### config.mk
export PLATFORM = sky130hd
export DESIGN_NAME = seg_scan_driver
export DESIGN_NICKNAME = d
export VERILOG_FILES = /design/src/rtl/seg_scan_driver.sv
export SDC_FILE = /design/constraint.sdc
export NUM_CORES = 1
export LEC_CHECK = 0
export ABC_CLOCK_PERIOD_IN_PS = 2500
export CORE_AREA = 5 5 96 98
export DETAILED_ROUTE_END_ITERATION = 7
export DIE_AREA = 0 0 101 103
export PLACE_DENSITY = 0.65
export RECOVER_POWER = 25
export SLEW_MARGIN = 20
export SYNTH_ARGS = -nofsm -noshare
export SYNTH_HDL_FRONTEND = slang
export SYNTH_SLANG_ARGS = --single-unit
### constraint.sdc
create_clock -name clk -period 2.5 [get_ports clk]
set_input_delay 0.25 -clock clk [delete_from_list [all_inputs] [get_ports clk]]
set_output_delay 0.25 -clock clk [all_outputs]
set_load 0.05 [all_outputs]
### src/rtl/seg_scan_driver.sv
// seg_scan_driver: time-multiplexed 7-segment scanner for NDIG hex digits.
// Features: double-buffered digit data (pending -> display at frame wrap),
// leading-zero blanking, 16-level brightness gating, registered outputs.
// Optional blink support is compiled in when the macro SEG_BLINK_EN is defined;
// without it blink_mask is ignored and no blink state exists.
module seg_scan_driver #(
  parameter int NDIG       = 4,
  parameter int DIV_LOG2   = 18,
  parameter int BLINK_LOG2 = 6
) (
  input  logic                clk,
  input  logic                rst,
  input  logic [4*NDIG-1:0]   digits,
  input  logic [NDIG-1:0]     dots,
  input  logic                load,
  input  logic                lzb,
  input  logic [NDIG-1:0]     blink_mask,
  input  logic [3:0]          brightness,
  output logic [6:0]          seg_n,
  output logic [NDIG-1:0]     an_n,
  output logic                dp_n,
  output logic                frame_start
);

  localparam int IW = $clog2(NDIG);

  logic [DIV_LOG2-1:0] cnt_q, cnt_d;
  logic [IW-1:0]       idx_q, idx_d;
  logic [4*NDIG-1:0]   pend_dig_q, pend_dig_d, disp_dig_q, disp_dig_d;
  logic [NDIG-1:0]     pend_dot_q, pend_dot_d, disp_dot_q, disp_dot_d;
  logic                pend_lzb_q, pend_lzb_d, disp_lzb_q, disp_lzb_d;
  logic                wrap_dly_q, wrap_dly_d;
  logic [6:0]          seg_q, seg_d;
  logic [NDIG-1:0]     an_q, an_d;
  logic                dp_q, dp_d;
  logic                fs_q, fs_d;
  logic                slot_end, wrap;
  logic                blink_off;

  // Hex digit to active-low segment pattern (bit6 = g, bit0 = a).
  function automatic logic [6:0] hex7(input logic [3:0] v);
    case (v)
      4'h0: hex7 = 7'h40;  4'h1: hex7 = 7'h79;  4'h2: hex7 = 7'h24;  4'h3: hex7 = 7'h30;
      4'h4: hex7 = 7'h19;  4'h5: hex7 = 7'h12;  4'h6: hex7 = 7'h02;  4'h7: hex7 = 7'h78;
      4'h8: hex7 = 7'h00;  4'h9: hex7 = 7'h10;  4'hA: hex7 = 7'h08;  4'hB: hex7 = 7'h03;
      4'hC: hex7 = 7'h46;  4'hD: hex7 = 7'h21;  4'hE: hex7 = 7'h06;  default: hex7 = 7'h0E;
    endcase
  endfunction

  assign slot_end = &cnt_q;
  assign wrap     = slot_end && (idx_q == IW'(NDIG - 1));

`ifdef SEG_BLINK_EN
  localparam int BW = (BLINK_LOG2 > 0) ? BLINK_LOG2 : 1;
  logic [NDIG-1:0] pend_blk_q, pend_blk_d, disp_blk_q, disp_blk_d;
  logic [BW-1:0]   bcnt_q, bcnt_d;
  logic            bphase_q, bphase_d;
  logic            cur_blk;

  // Blink state: frame counter and phase, advanced only at frame boundaries.
  always_comb begin
    pend_blk_d = load ? blink_mask : pend_blk_q;
    disp_blk_d = wrap ? pend_blk_q : disp_blk_q;
    bcnt_d     = bcnt_q;
    bphase_d   = bphase_q;
    if (wrap) begin
      bcnt_d = bcnt_q + 1'b1;
      if ((BLINK_LOG2 == 0) || (&bcnt_q)) bphase_d = ~bphase_q;
    end
  end

  // Blink registers.
  always_ff @(posedge clk or posedge rst) begin
    if (rst) begin
      pend_blk_q <= '0;
      disp_blk_q <= '0;
      bcnt_q     <= '0;
      bphase_q   <= 1'b0;
    end else begin
      pend_blk_q <= pend_blk_d;
      disp_blk_q <= disp_blk_d;
      bcnt_q     <= bcnt_d;
      bphase_q   <= bphase_d;
    end
  end

  // Blink blanking of the digit currently being scanned.
  always_comb begin
    cur_blk = 1'b0;
    for (int k = 0; k < NDIG; k++)
      if (idx_q == IW'(k)) cur_blk = disp_blk_q[k];
    blink_off = bphase_q && cur_blk;
  end
`else
  logic unused_blink_mask;
  assign unused_blink_mask = ^blink_mask;
  assign blink_off         = 1'b0;
`endif

  // Scan timing plus pending/display double buffer; display copies at wrap only.
  always_comb begin
    cnt_d      = cnt_q + 1'b1;
    idx_d      = idx_q;
    if (slot_end) idx_d = wrap ? '0 : idx_q + 1'b1;
    pend_dig_d = load ? digits : pend_dig_q;
    pend_dot_d = load ? dots   : pend_dot_q;
    pend_lzb_d = load ? lzb    : pend_lzb_q;
    disp_dig_d = wrap ? pend_dig_q : disp_dig_q;
    disp_dot_d = wrap ? pend_dot_q : disp_dot_q;
    disp_lzb_d = wrap ? pend_lzb_q : disp_lzb_q;
    wrap_dly_d = wrap;
  end

  // Output pattern for the current index/counter; registered one cycle later.
  always_comb begin
    logic [NDIG:0] upper_zero;
    logic [3:0]    cur_dig;
    logic          cur_dot;
    logic          lz_blank;
    upper_zero[NDIG] = 1'b1;
    for (int k = NDIG - 1; k >= 0; k--)
      upper_zero[k] = upper_zero[k+1] && (disp_dig_q[4*k +: 4] == 4'h0);
    cur_dig  = 4'h0;
    cur_dot  = 1'b0;
    lz_blank = 1'b0;
    for (int k = 0; k < NDIG; k++) begin
      if (idx_q == IW'(k)) begin
        cur_dig  = disp_dig_q[4*k +: 4];
        cur_dot  = disp_dot_q[k];
        lz_blank = disp_lzb_q && (k != 0) && upper_zero[k];
      end
    end
    seg_d = (lz_blank || blink_off) ? 7'h7F : hex7(cur_dig);
    dp_d  = blink_off ? 1'b1 : ~cur_dot;
    if ((brightness == 4'hF) || (cnt_q[DIV_LOG2-1 -: 4] < brightness))
      an_d = ~(NDIG'(1) << idx_q);
    else
      an_d = '1;
    fs_d = wrap_dly_q;
  end

  // State and output registers.
  always_ff @(posedge clk or posedge rst) begin
    if (rst) begin
      cnt_q      <= '0;
      idx_q      <= '0;
      pend_dig_q <= '0;
      pend_dot_q <= '0;
      pend_lzb_q <= 1'b0;
      disp_dig_q <= '0;
      disp_dot_q <= '0;
      disp_lzb_q <= 1'b0;
      wrap_dly_q <= 1'b0;
      seg_q      <= 7'h7F;
      an_q       <= '1;
      dp_q       <= 1'b1;
      fs_q       <= 1'b0;
    end else begin
      cnt_q      <= cnt_d;
      idx_q      <= idx_d;
      pend_dig_q <= pend_dig_d;
      pend_dot_q <= pend_dot_d;
      pend_lzb_q <= pend_lzb_d;
      disp_dig_q <= disp_dig_d;
      disp_dot_q <= disp_dot_d;
      disp_lzb_q <= disp_lzb_d;
      wrap_dly_q <= wrap_dly_d;
      seg_q      <= seg_d;
      an_q       <= an_d;
      dp_q       <= dp_d;
      fs_q       <= fs_d;
    end
  end

  assign seg_n       = seg_q;
  assign an_n        = an_q;
  assign dp_n        = dp_q;
  assign frame_start = fs_q;

endmodule

Word level (Yosys, flattened, before mapping):

Memories as Yosys holds them, arrays and structs flattened.
Index checks and enable logic that the tools add are counted.

* $add $sub $neg: 2
* $mul: 0
* divide/modulo/power cells: 0
* magnitude comparators: 1
* eq/ne operators: 4
* shift-type cells: 1
* muxes and demuxes: 14
* bitwise logic cells: 2
* reduce and logical (&&, ||, !) cells: 12

Operators by type and width (count)
* $mux 4: 5
* $add 18x1->18 const B: 1
* $reduce_and 18->1: 1
* $logic_not 4->1: 3
* $mux 1: 7
* $mux 7: 1
* $logic_and 1x1->1: 6
* $eq 2x2->1 const B: 2
* $eq 4x4->1 const B: 1
* $lt 4x4->1: 1
* $not 4->4: 1
* $shl 1x2->4 const A: 1
* $add 2x1->2 const B: 1
* $eq 2x1->1 const B: 1
* $logic_not 2->1: 1
* $mux 2: 1
* $logic_or 1x1->1: 1
* $not 1->1: 1

* register bits after elaboration: 76
* bits in latches: 0
* bits in writable memories: 0
* memory bits (read-only): 112
* bits of input ports: 32
* output and inout bits: 13
* logic and storage cells: 50
* memories kept: 1

Memory list
* (no name shown): words 16, bits a word 7, rd ports 1, clocked after Yosys merged registers in 0, wr ports 0, RTL line 42 `case (v)`

Depth between registers and ports, before layout:

Gate-level depths: netlist (run 1).

* depth in word-level cells: 8
* depth in mapped cells: 11
* mapped depth without buffers: 10

Least setup slack after synthesis (run 1):

Ideal clock, no wire load.

* kind: register to register
* start: register idx_q[0]
* end: register seg_q[3], in the netlist seg_n[3]
* setup time: 0.077 ns
* arrival time: 2.001 ns
* required time: 2.423 ns
* path slack: 0.422 ns
* cell stages (with the launch flop): 10
* buffers on the path: 1
* clock period less this slack: 2.078 ns
* cells stage by stage: dfrtp_1 -> ha_1 -> buf_4 -> mux2i_1 -> a31oi_1 -> inv_1 -> ha_1 -> nand2_1 -> o21ai_0 -> a31oi_1

* word-level cells in the longest chain between the ends: 7
* elaborated cells between the ends (all ways): 13
* classes of those cells: 3 x eq/ne; 8 x mux; 1 x reduce/logical; 1 x memory

RTL lines
* start: declaration: RTL line 28 `logic [IW-1:0] idx_q, idx_d;`
* start signal: assignment: RTL line 160 `idx_q <= idx_d;`
* $logic_not 2->1: RTL line 127 `if (idx_q == IW'(k)) begin`
* $mux 4 (4 in series): RTL line 127
* $mem_v2 16x7
* $mux 7 *: RTL line 133 `seg_d = (lz_blank || blink_off) ? 7'h7F : hex7(cur_dig);`
* net seg_d[3]: RTL line 33 `logic [6:0] seg_q, seg_d;`
* end signal: assignment: RTL line 168 `seg_q <= seg_d;`
* end: declaration: RTL line 33

Mark *: on every way through the listed nets, which the timed path passes. The rest lies on a longest branch.
A chain may end at the register's enable or synchronous reset.

Worst setup path in the final report (run 1):

* start: register idx_q[0]
* end: register seg_q[5], in the netlist seg_n[5]

Same word-level chain as after synthesis.

==> impl_results.md, run 1 <==
* Initial DRC Count at 108
* Pre-CTS WS at 0.254 ns
* Most frequent cells in the layout: 64 x dfrtp_1, 39 x clkdlybuf4s50_1, 23 x mux2_2
* Post-synthesis mux area share at 16.7%
* Die Area at 0.0104 mm^2
* Port bufs at 40
* Compound-Gate Fraction of Synth Area at 5.82%
* Setup Buffers After CTS at 0
* DP HPWL at 4160 um
* TritonCTS clock tree: yes
* Antenna violations before repair at 0
* Area of the multi-input gates at 0.00155 mm^2
* Clock buffer depth at 2
* Max FO, Critical Path at 10
* Placed cell count at 416
* Storage element area at 0.00192 mm^2
* Mapped Area at 0.00359 mm^2
* Main combinational cell family by area after synthesis: multiplexers
* First-pass GRT wire length at 10400 um
* Die height at 103 um
* Crit path DAT at 2.53 ns
* R2R cell count at 9
* Post-synthesis sequential area ratio at 53.4%
* Pins Over Slew Limit at 0
* Vias at 2162
* Status: finished clean
* Crit end category: flip-flop
* Syn Nets at 316
* Vias in the first global route at 2124
* Seq cells post-synth at 76
* Hold_sp: fs_d$_DFF_PP0_
* CTS buffer count at 9
* Io pins at 45
* Cells after Synth at 270
* Post-route setup slack at 0.223 ns
* Post-layout nets at 365
* Hold depth at 0
* # rows at 34
* Xor-xnor portion of the synthesized cell area at 3.90%
* Die X at 101 um
* Root buffer cell: clkbuf_8
* # DRC at 0
* Post-layout util at 51.9%
* Layout cells sized above 1 at 26.5%
* Setup TNS at 0 ns
* Crit Path Category: flip-flop to flip-flop
* Clock skew at 0.0107 ns
* Largest net degree at the start of global routing at 62
* Setup Viol. Count Final at 0
* H-tree Lvls at 3
* Yosys warnings at 0
* Required @ worst endpoint at 2.75 ns
* Non-filler instance count after layout at 432
* Synth Area in Simple Gates at 12.0%
* Clk sinks at 76
* Worst Setup Start Kind: flip-flop
* Critical R2R Capture: seg_n[5]$_DFF_PP1_
* First-pass DRT Iterations at 4
* Final period utilization at 91.1%
* Worst-Margin Slew at 0.809 ns
* Drt wl/cell at 13.8 um
* Worst Hold Class: flip-flop to flip-flop
* Avg Vias per Cell at 5.00
* Leak pwr at 1.94 nW
* Starting Density at 42.8%
* R2R Setup Slk at 0.22 ns
* Routed Antenna Nets at 0
* Synthesis-to-layout area growth at 21.1%
* Cell variety after synth at 47
* Total GRT Usage at 12.9%
* Max-cap violations at 0
* Inserted Diodes at 0
* Hold Crit Endpoint: frame_start$_DFF_PP0_
* PostCTS Resize Cnt at 0
* Pwr/cell area at 581 mW/mm^2
* RD Place Congestion at 0.775
* Later-pin clock latency in the skew report at 0.35 ns
* Gr ovfl total at 0
* Slew headroom at 46.1%
* CTS Hold Bufs at 0
* Max VDD drop at 298 uV
* CORE AREA at 0.00838 mm^2
* Fillers at 732
* RSZ-0062 raised after global routing: false
* Synth Area in Adders at 4.88%
* Final Hold Fails at 0
* Most common cell after layout, fill and taps aside: dfrtp_1
* Peak Freq at 0.439 GHz
* Post-Route WL at 5980 um
* Worst-path clk slew at 0.08 ns
* Final critical-path required period at 2.28 ns
* Syn avg cell area at 13.3 um^2
* Crit Reg-Reg Startpoint: idx_q[0]$_DFFE_PP0P_
synth_stat cells, drive strengths merged:
| cell type | number | area share (%) |
|---|---|---|
| a211oi | 2 | 0.42 |
| a21oi | 6 | 0.84 |
| a221o | 1 | 0.28 |
| a311o | 2 | 0.56 |
| a311oi | 2 | 1.2 |
| a31oi | 4 | 0.70 |
| and2 | 3 | 0.52 |
| and3 | 2 | 0.35 |
| buf | 5 | 1.7 |
| clkbuf | 2 | 0.21 |
| dfrtp | 64 | 45 |
| dfstp | 12 | 8.8 |
| ha | 14 | 4.9 |
| inv | 13 | 1.4 |
| mux2 | 44 | 16 |
| mux2i | 3 | 0.84 |
| nand2 | 14 | 1.5 |
| nand2b | 2 | 0.35 |
| nand3 | 12 | 2.2 |
| nand3b | 5 | 1.0 |
| nand4 | 7 | 1.6 |
| nor2 | 16 | 2.6 |
| nor2b | 3 | 0.52 |
| nor3 | 2 | 0.28 |
| nor3b | 3 | 0.63 |
| nor4 | 1 | 0.17 |
| o211ai | 2 | 0.42 |
| o21ai | 2 | 0.28 |
| o21bai | 1 | 0.21 |
| o221ai | 2 | 0.49 |
| o2bb2ai | 1 | 0.24 |
| o311ai | 1 | 0.24 |
| or4 | 1 | 0.21 |
| xnor2 | 11 | 2.7 |
| xor2 | 5 | 1.2 |
cell families after synthesis:
logic type               Yosys count
AO/OA/AOI/OAI                     26
buffers and inverters             20
adder cells (fa/ha/maj)           14
AND/OR/NAND/NOR                   71
multiplexers                      47
XOR/XNOR                          16
flip-flops                        76
through the flow:
stage | instance area, um^2 | hold slack, ns | power (mW)
after detailed placement | 4120 | 0.338 | 1.43
after global placement | 4120 | 0.333 | 1.43
after global routing | 4350 | 0.362 | 2.63
final | 4350 | 0.354 | 2.52
after CTS | 4360 | 0.191 | 2.56
after floorplan | 3590 | 0.331 | 1.36
worst max-delay path: stages (launching register included):
cell and delay [ns]:
dfrtp_1 0.42, inv_1 0.09, ha_1 0.38, nor3b_1 0.25
a221o_1 0.32, inv_1 0.10, ha_1 0.22, and2_1 0.16
o21ai_1 0.14, nand3_1 0.10
registers in the layout, indices dropped and copies added, names as in the netlist:
name and cells:
disp_dig_q 16, idx_q 2, seg_n 7, fs_d 1
disp_lzb_q 1, pend_dot_q 4, an_n 4, pend_lzb_q 1
dp_n 1, cnt_q 18, frame_start 1, pend_dig_q 16
disp_dot_q 4
metal layers:
metal  vias up  wire length [um]  track usage [%]
met1      1045              2920             17.8
li1       1058                 -                -
met2        50              2700             18.4
met3         9               257             2.84
met5         -                 0                0
met4         0                98             7.77
area by class of cell:
class | count | share of cell area [%]
clock buffer | 10 | 2.94
clock inverter | 6 | 2.59
inverter | 13 | 1.12
multi-input combinational | 174 | 35.8
sequential | 76 | 44.1
tap | 108 | 3.11
timing repair buffer | 45 | 10.4
power breakdown:
part           leakage (nW)  internal [mW]  switching (mW)  total, mW
Clock                 0.120          0.665           0.456       1.12
Combinational         0.863         0.0720          0.0472      0.119
Sequential            0.957           1.26          0.0184       1.28
how the worst max path moves through the flow:
stage	start	endpoint	slack, ns	cells after the start
final	idx_q[0]$_DFFE_PP0P_	seg_n[5]$_DFF_PP1_	0.22	9
after global routing	idx_q[0]$_DFFE_PP0P_	seg_n[3]$_DFF_PP1_	0.06	9
after floorplan	rst	cnt_q[0]$_DFF_PP0_	0.33	1
after CTS	idx_q[0]$_DFFE_PP0P_	seg_n[3]$_DFF_PP1_	0.24	9
after detailed placement	idx_q[0]$_DFFE_PP0P_	seg_n[3]$_DFF_PP1_	0.25	9
after global placement	idx_q[0]$_DFFE_PP0P_	seg_n[3]$_DFF_PP1_	0.30	9
Note: power is estimated with default switching activity, not from simulation.
==> inputs of run 2 (changes only) <==
--- a/config.mk
+++ b/config.mk
@@ -9,8 +9,10 @@
 export CORE_AREA = 5 5 96 98
 export DETAILED_ROUTE_END_ITERATION = 7
 export DIE_AREA = 0 0 101 103
+export MAX_ROUTING_LAYER = met4
 export PLACE_DENSITY = 0.65
 export RECOVER_POWER = 25
+export SETUP_SLACK_MARGIN = 0.5
 export SLEW_MARGIN = 20
 export SYNTH_ARGS = -nofsm -noshare
 export SYNTH_HDL_FRONTEND = slang
==> impl_results.md, run 2 (same netlist as run 1, synthesis figures left out) <==
* Status: finished clean
* RSZ-0062 raised after global routing: true
* Die Area at 0.0104 mm^2 (unchanged)
* Largest reg by FF count: cnt_q
* Clk sinks at 76 (unchanged)
* Inserted Diodes at 0 (unchanged)
* WHS at 0.353 ns (-0.00123 ns)
* Area after DPL at 0.00414 mm^2 (+0.43%)
* R2R Setup Slk at 0.49 ns (+0.27 ns)
* Synthesis-to-layout area growth at 28.1%
* Leak pwr at 2.02 nW (+3.9%)
* Post-layout util at 54.9% (+3.0 points)
* Routed Antenna Nets at 0 (unchanged)
* Total GRT Usage at 14.0% (+1.1 points)
* Crit path DAT at 2.26 ns (-0.27 ns)
* Die X at 101 um (unchanged)
* RD Place Congestion at 0.831 (+7.2%)
* Most common cell after layout, fill and taps aside: dfrtp_1
* Most frequent cells in the layout: 62 x dfrtp_1, 39 x clkdlybuf4s50_1, 23 x mux2_2
* Max VDD drop at 232 uV (-22%)
* Worst Hold Class: flip-flop to flip-flop
* Pins Over Slew Limit at 0 (unchanged)
* Setup Viol. Count Final at 0 (unchanged)
* Largest net degree at the start of global routing at 77 (+24%)
* Final period utilization at 80.4% (-11 points)
* First-pass GRT wire length at 11100 um (+7.1%)
* # DRC at 0 (unchanged)
* Required @ worst endpoint at 2.75 ns (about the same)
* Clock skew at 0.0109 ns (+0.000181 ns)
* Worst-path clk slew at 0.08 ns (about the same)
* Post-layout nets at 380 (+4.1%)
* Slew headroom at 66.3% (+20 points)
* CTS Hold Bufs at 0 (unchanged)
* Vias in the first global route at 2288 (+7.7%)
* Post-route setup slack at 0.489 ns (+0.266 ns)
* DP HPWL at 4360 um (+4.7%)
* Gr ovfl total at 0 (unchanged)
* CTS buffer count at 9 (unchanged)
* Crit end category: flip-flop
* R2R cell count at 6 (-3)
* Starting Density at 42.8% (unchanged)
* H-tree Lvls at 3 (unchanged)
* Hold depth at 0 (unchanged)
* Avg Vias per Cell at 5.04 (+0.62%)
* Pre-CTS WS at 0.240 ns (-0.0137 ns)
* Crit Path Category: flip-flop to flip-flop
* Antenna violations before repair at 0 (unchanged)
* Vias at 2251 (+4.1%)
* Layout cells sized above 1 at 37.2% (+11 points)
* TritonCTS clock tree: yes
* Max FO, Critical Path at 5 (-5)
* Later-pin clock latency in the skew report at 0.34 ns (about the same)
* Port bufs at 40 (unchanged)
* Max-cap violations at 0 (unchanged)
* Top Registers: cnt_q: 18 flops, disp_dig_q: 16 flops, pend_dig_q: 16 flops
* Largest register FFs at 18 (unchanged)
* Die height at 103 um (unchanged)
* Clock buffer depth at 2 (unchanged)
* CORE AREA at 0.00838 mm^2 (unchanged)
* Drt wl/cell at 14.6 um (+5.2%)
* Io pins at 45 (unchanged)
* Final Hold Fails at 0 (unchanged)
* Worst Setup Start Kind: flip-flop
* Root buffer cell: clkbuf_8
* Initial DRC Count at 101 (-6.5%)
* Pwr/cell area at 494 mW/mm^2 (-15%)
* Cell area after layout at 0.00460 mm^2 (+5.8%)
* Peak Freq at 0.497 GHz (+13%)
* First-pass DRT Iterations at 4 (unchanged)
* # rows at 34 (unchanged)
* Final critical-path required period at 2.01 ns (-0.266 ns)
* Setup TNS at 0 ns (unchanged)
* Post-Route WL at 6510 um (+8.8%)
* Worst-Margin Slew at 0.504 ns (-0.305 ns)
run 2: final cells by class:
class,count,area [um^2]
Clock buffer,13,169
Clock inverter,3,20.0
Fill cell,707,3780
Inverter,13,52.6
Multi-Input combinational cell,174,1710
Sequential cell,76,1920
Tap cell,108,135
Timing Repair Buffer,60,592
run 2: metrics by stage:
step	power, mW	std cells
global placement	1.43	417
detailed placement	1.43	417
finish	2.27	447
floorplan	1.36	270
CTS	2.31	443
global route	2.38	447
run 2: where the power goes:
part	total [mW]	internal, mW	switching, mW	leakage (nW)
sequential	1.28	1.26	0.0180	0.954
clock	0.867	0.441	0.426	0.0917
combinational	0.122	0.0745	0.0472	0.970
run 2: worst max-delay path, cell delays in order, from the launching register on:
cell and delay [ns]:
dfrtp_2 0.48, ha_4 0.21, buf_6 0.12, nand3b_1 0.24, buf_4 0.19, a311o_1 0.39, o311ai_2 0.30
run 2: repair_timing:
| item | 4_1_cts | 5_1_grt |
|---|---|---|
| setup buffers | 10 | 4 |
| hold endpoints to repair | 0 | 0 |
| pin swaps | 8 | 7 |
| endpoints found under the setup margin | 7 | 7 |
| resized for setup | 21 | 13 |
run 2: layer usage:
layer  wire length (um)  track usage, %
met5                  0               -
met4                110            6.34
met3                296            3.04
met2               3000            20.6
met1               3100            18.6
run 2: worst paths after layout:
check / startpoint / end
setup / recovery: idx_q[0]$_DFFE_PP0P_ / seg_n[2]$_DFF_PP1_
hold / removal: fs_d$_DFF_PP0_ / frame_start$_DFF_PP0_
setup reg to reg: idx_q[0]$_DFFE_PP0P_ / seg_n[2]$_DFF_PP1_
hold reg to reg: fs_d$_DFF_PP0_ / frame_start$_DFF_PP0_
max in group asynchronous: rst / seg_n[2]$_DFF_PP1_
min in group asynchronous: rst / cnt_q[6]$_DFF_PP0_
==> inputs of run 3 (changes only) <==
--- a/config.mk
+++ b/config.mk
@@ -5,7 +5,7 @@
 export SDC_FILE = /design/constraint.sdc
 export NUM_CORES = 1
 export LEC_CHECK = 0
-export ABC_CLOCK_PERIOD_IN_PS = 2500
+export ABC_CLOCK_PERIOD_IN_PS = 2100
 export CORE_AREA = 5 5 96 98
 export DETAILED_ROUTE_END_ITERATION = 7
 export DIE_AREA = 0 0 101 103
==> constraint.sdc (replaced) <==
create_clock -name clk -period 2.1 [get_ports clk]
set_input_delay 0.21 -clock clk [delete_from_list [all_inputs] [get_ports clk]]
set_output_delay 0.21 -clock clk [all_outputs]
set_load 0.05 [all_outputs]
==> impl_results.md, run 3 (same netlist as run 1, synthesis figures left out) <==
* Status: finished clean
* Clock skew at 0.00950 ns (-0.00136 ns)
* Max VDD drop at 323 uV (+39%)
* Io pins at 45 (unchanged)
* Clk sinks at 76 (unchanged)
* Max-cap violations at 0 (unchanged)
* Top Registers: cnt_q: 18 flops, disp_dig_q: 16 flops, pend_dig_q: 16 flops
* Pre-CTS WS at -0.0504 ns (-0.291 ns)
* Fillers at 635 (-10%)
* H-tree Lvls at 3 (unchanged)
* Final period utilization at 95.2% (+15 points)
* Vias at 2390 (+6.2%)
* Final Hold Fails at 0 (unchanged)
* Gr ovfl total at 0 (unchanged)
* Antenna violations before repair at 0 (unchanged)
* Hold_sp: fs_d$_DFF_PP0_
* Max FO, Critical Path at 8 (+3)
* Worst Hold Class: flip-flop to flip-flop
* Hold depth at 0 (unchanged)
* Switch share at 20.3% (-1.3 points)
* Later-pin clock latency in the skew report at 0.34 ns (about the same)
* R2R Setup Slk at 0.10 ns (-0.39 ns)
* Die Area at 0.0104 mm^2 (unchanged)
* Inserted Diodes at 0 (unchanged)
* Worst-Margin Slew at 0.991 ns (+0.487 ns)
* # DRC at 0 (unchanged)
* Worst Path Buf+Inv at 2 (unchanged)
* Avg Vias per Cell at 4.96 (-1.5%)
* CP Cell Sequence: buf_6, ha_4, nor3b_2, a221o_2, buf_6, ha_4, nand2_2, o21ai_1, a31oi_1
* Crit end category: flip-flop
* Layout cells sized above 1 at 47.1% (+9.9 points)
* Post-Route WL at 6890 um (+5.8%)
* Area after DPL at 0.00423 mm^2 (+2.4%)
* Crit Path Category: flip-flop to flip-flop
* CTS buffer count at 9 (unchanged)
* Clock share of power at 41.9% (+3.7 points)
* Die height at 103 um (unchanged)
* Crit Reg-Reg Startpoint: idx_q[1]$_DFFE_PP0P_
* Largest reg by FF count: cnt_q
* TritonCTS clock tree: yes
* Largest register FFs at 18 (unchanged)
* Vias in the first global route at 2375 (+3.8%)
* Total GRT Usage at 14.5% (+0.49 points)
* Critical R2R Capture: seg_n[3]$_DFF_PP1_
* First-pass DRT Iterations at 4 (unchanged)
* Routed Antenna Nets at 0 (unchanged)
* CP peak stage delay at 0.44 ns (-0.04 ns)
* RSZ-0062 raised after global routing: true
* Root buffer cell: clkbuf_8
* Drt wl/cell at 14.3 um (-1.8%)
* Slew headroom at 33.9% (-32 points)
* Required @ worst endpoint at 2.35 ns (-0.40 ns)
* Pint at 2.29 mW (+29%)
* DP HPWL at 4150 um (-4.8%)
* Leak pwr at 2.27 nW (+13%)
* Post-layout nets at 415 (+9.2%)
* Final critical-path required period at 2.00 ns (-0.0125 ns)
* Initial DRC Count at 82 (-19%)
* Clock buffer depth at 2 (unchanged)
* Starting Density at 42.8% (unchanged)
* Worst-path clk slew at 0.07 ns (about the same)
* Pwr/cell area at 576 mW/mm^2 (+17%)
* Hold Crit Endpoint: frame_start$_DFF_PP0_
* Worst Setup Start Kind: flip-flop
* Most common cell after layout, fill and taps aside: dfrtp_1
* Largest net degree at the start of global routing at 77 (unchanged)
* CORE AREA at 0.00838 mm^2 (unchanged)
* Peak Freq at 0.500 GHz (+0.62%)
* Seq pwr share at 53.2% (-3.3 points)
* Sw power at 0.583 mW (+19%)
* RD Place Congestion at 0.770 (-7.3%)
* # rows at 34 (unchanged)
* Synthesis-to-layout area growth at 38.8%
* Crit path DAT at 2.25 ns (about the same)
* Critical path's slowest cell: dfrtp_2
* Pins Over Slew Limit at 0 (unchanged)
* Port bufs at 40 (unchanged)
* Logic pwr share at 4.9% (-0.5 points)
* Most frequent cells in the layout: 61 x dfrtp_1, 38 x buf_4, 26 x clkdlybuf4s50_1
* Top delay family on crit path: compound AO/OA/AOI/OAI gates
* First-pass GRT wire length at 11400 um (+2.7%)
* Setup Viol. Count Final at 0 (unchanged)
* Cell area after layout at 0.00498 mm^2 (+8.4%)
* Post-route setup slack at 0.101 ns (-0.388 ns)
* Die X at 101 um (unchanged)
* R2R cell count at 9 (+3)
==> run 3: changes by cell type in the layout (fill, tap and decap cells not counted), moves of 6 or more <==
| cell | change |
|---|---|
| buf_6 | +10 |
| buf_4 | +22 |
| clkdlybuf4s15_1 | +6 |
| clkdlybuf4s50_1 | -13 |
| clkbuf_2 | +6 |
==> run 3: layout make-up <==
| cell class | instances | area (um^2) | share of cell area [%] |
|---|---|---|---|
| multi-input combinational | 174 | 1770 | 35.5 |
| sequential | 76 | 1920 | 38.5 |
| clock buffer | 11 | 141 | 2.84 |
| clock inverter | 5 | 75.1 | 1.51 |
| inverter | 13 | 55.1 | 1.10 |
| timing repair buffer | 95 | 886 | 17.8 |
| tap | 108 | 135 | 2.71 |
==> run 3: how the worst max path moves through the flow <==
stage                         startpoint                 end  slack (ns)  cells after the start
floorplan           idx_q[0]$_DFFE_PP0P_  seg_n[0]$_DFF_PP1_        0.15                      9
global placement    idx_q[0]$_DFFE_PP0P_  seg_n[3]$_DFF_PP1_        0.03                      9
detailed placement  idx_q[0]$_DFFE_PP0P_  seg_n[3]$_DFF_PP1_       -0.05                      9
CTS                 idx_q[1]$_DFFE_PP0P_  seg_n[0]$_DFF_PP1_        0.18                      9
global route        idx_q[1]$_DFFE_PP0P_  seg_n[3]$_DFF_PP1_        0.06                      9
finish              idx_q[1]$_DFFE_PP0P_  seg_n[3]$_DFF_PP1_        0.10                      9
==> run 3: per-layer routing <==
metal | wire length [um] | vias up | GRT usage, %
met5 | 0 | - | -
met4 | 116 | 0 | 6.95
met3 | 308 | 8 | 3.11
met2 | 3380 | 49 | 22.2
met1 | 3090 | 1180 | 18.4
li1 | - | 1153 | -
==> run 3: worst register-to-register path, delay by kind of cell, from the launching register on <==
family / cells / cell delay, ns
buf+inv: 2 / 0.28
fa+ha+maj: 2 / 0.46
flops: 1 / 0.44
simple gates: 2 / 0.21
compound gates: 3 / 0.53
==> run 3: power by group through the flow <==
| stage | logic [mW] | clock network [mW] | registers [mW] |
|---|---|---|---|
| final | 0.140 | 1.20 | 1.53 |
| after global routing | 0.158 | 1.29 | 1.53 |
| after CTS | 0.149 | 1.24 | 1.53 |
| after detailed placement | 0.149 | 0 | 1.56 |
| after global placement | 0.147 | 0 | 1.55 |
| after floorplan | 0.0758 | 0 | 1.55 |
==> run 3: what timing repair did <==
item	CTS	global route
gates cloned	3	0
pin swaps	8	12
setup endpoints to repair	43	41
gates resized for setup	54	33
setup buffers	20	18
hold buffers	0	0
==> run 3: through the flow <==
step | total power, mW | hold WS [ns] | util [%] | TNS (ns) | std cells
finish | 2.87 | 0.361 | 59.5 | 0 | 482
global route | 2.99 | 0.366 | 59.5 | 0 | 482
CTS | 2.91 | 0.321 | 57.0 | 0 | 464
detailed placement | 1.70 | 0.345 | 50.5 | -0.123 | 425
global placement | 1.70 | 0.337 | 50.5 | 0 | 425
floorplan | 1.62 | 0.331 | - | 0 | 270
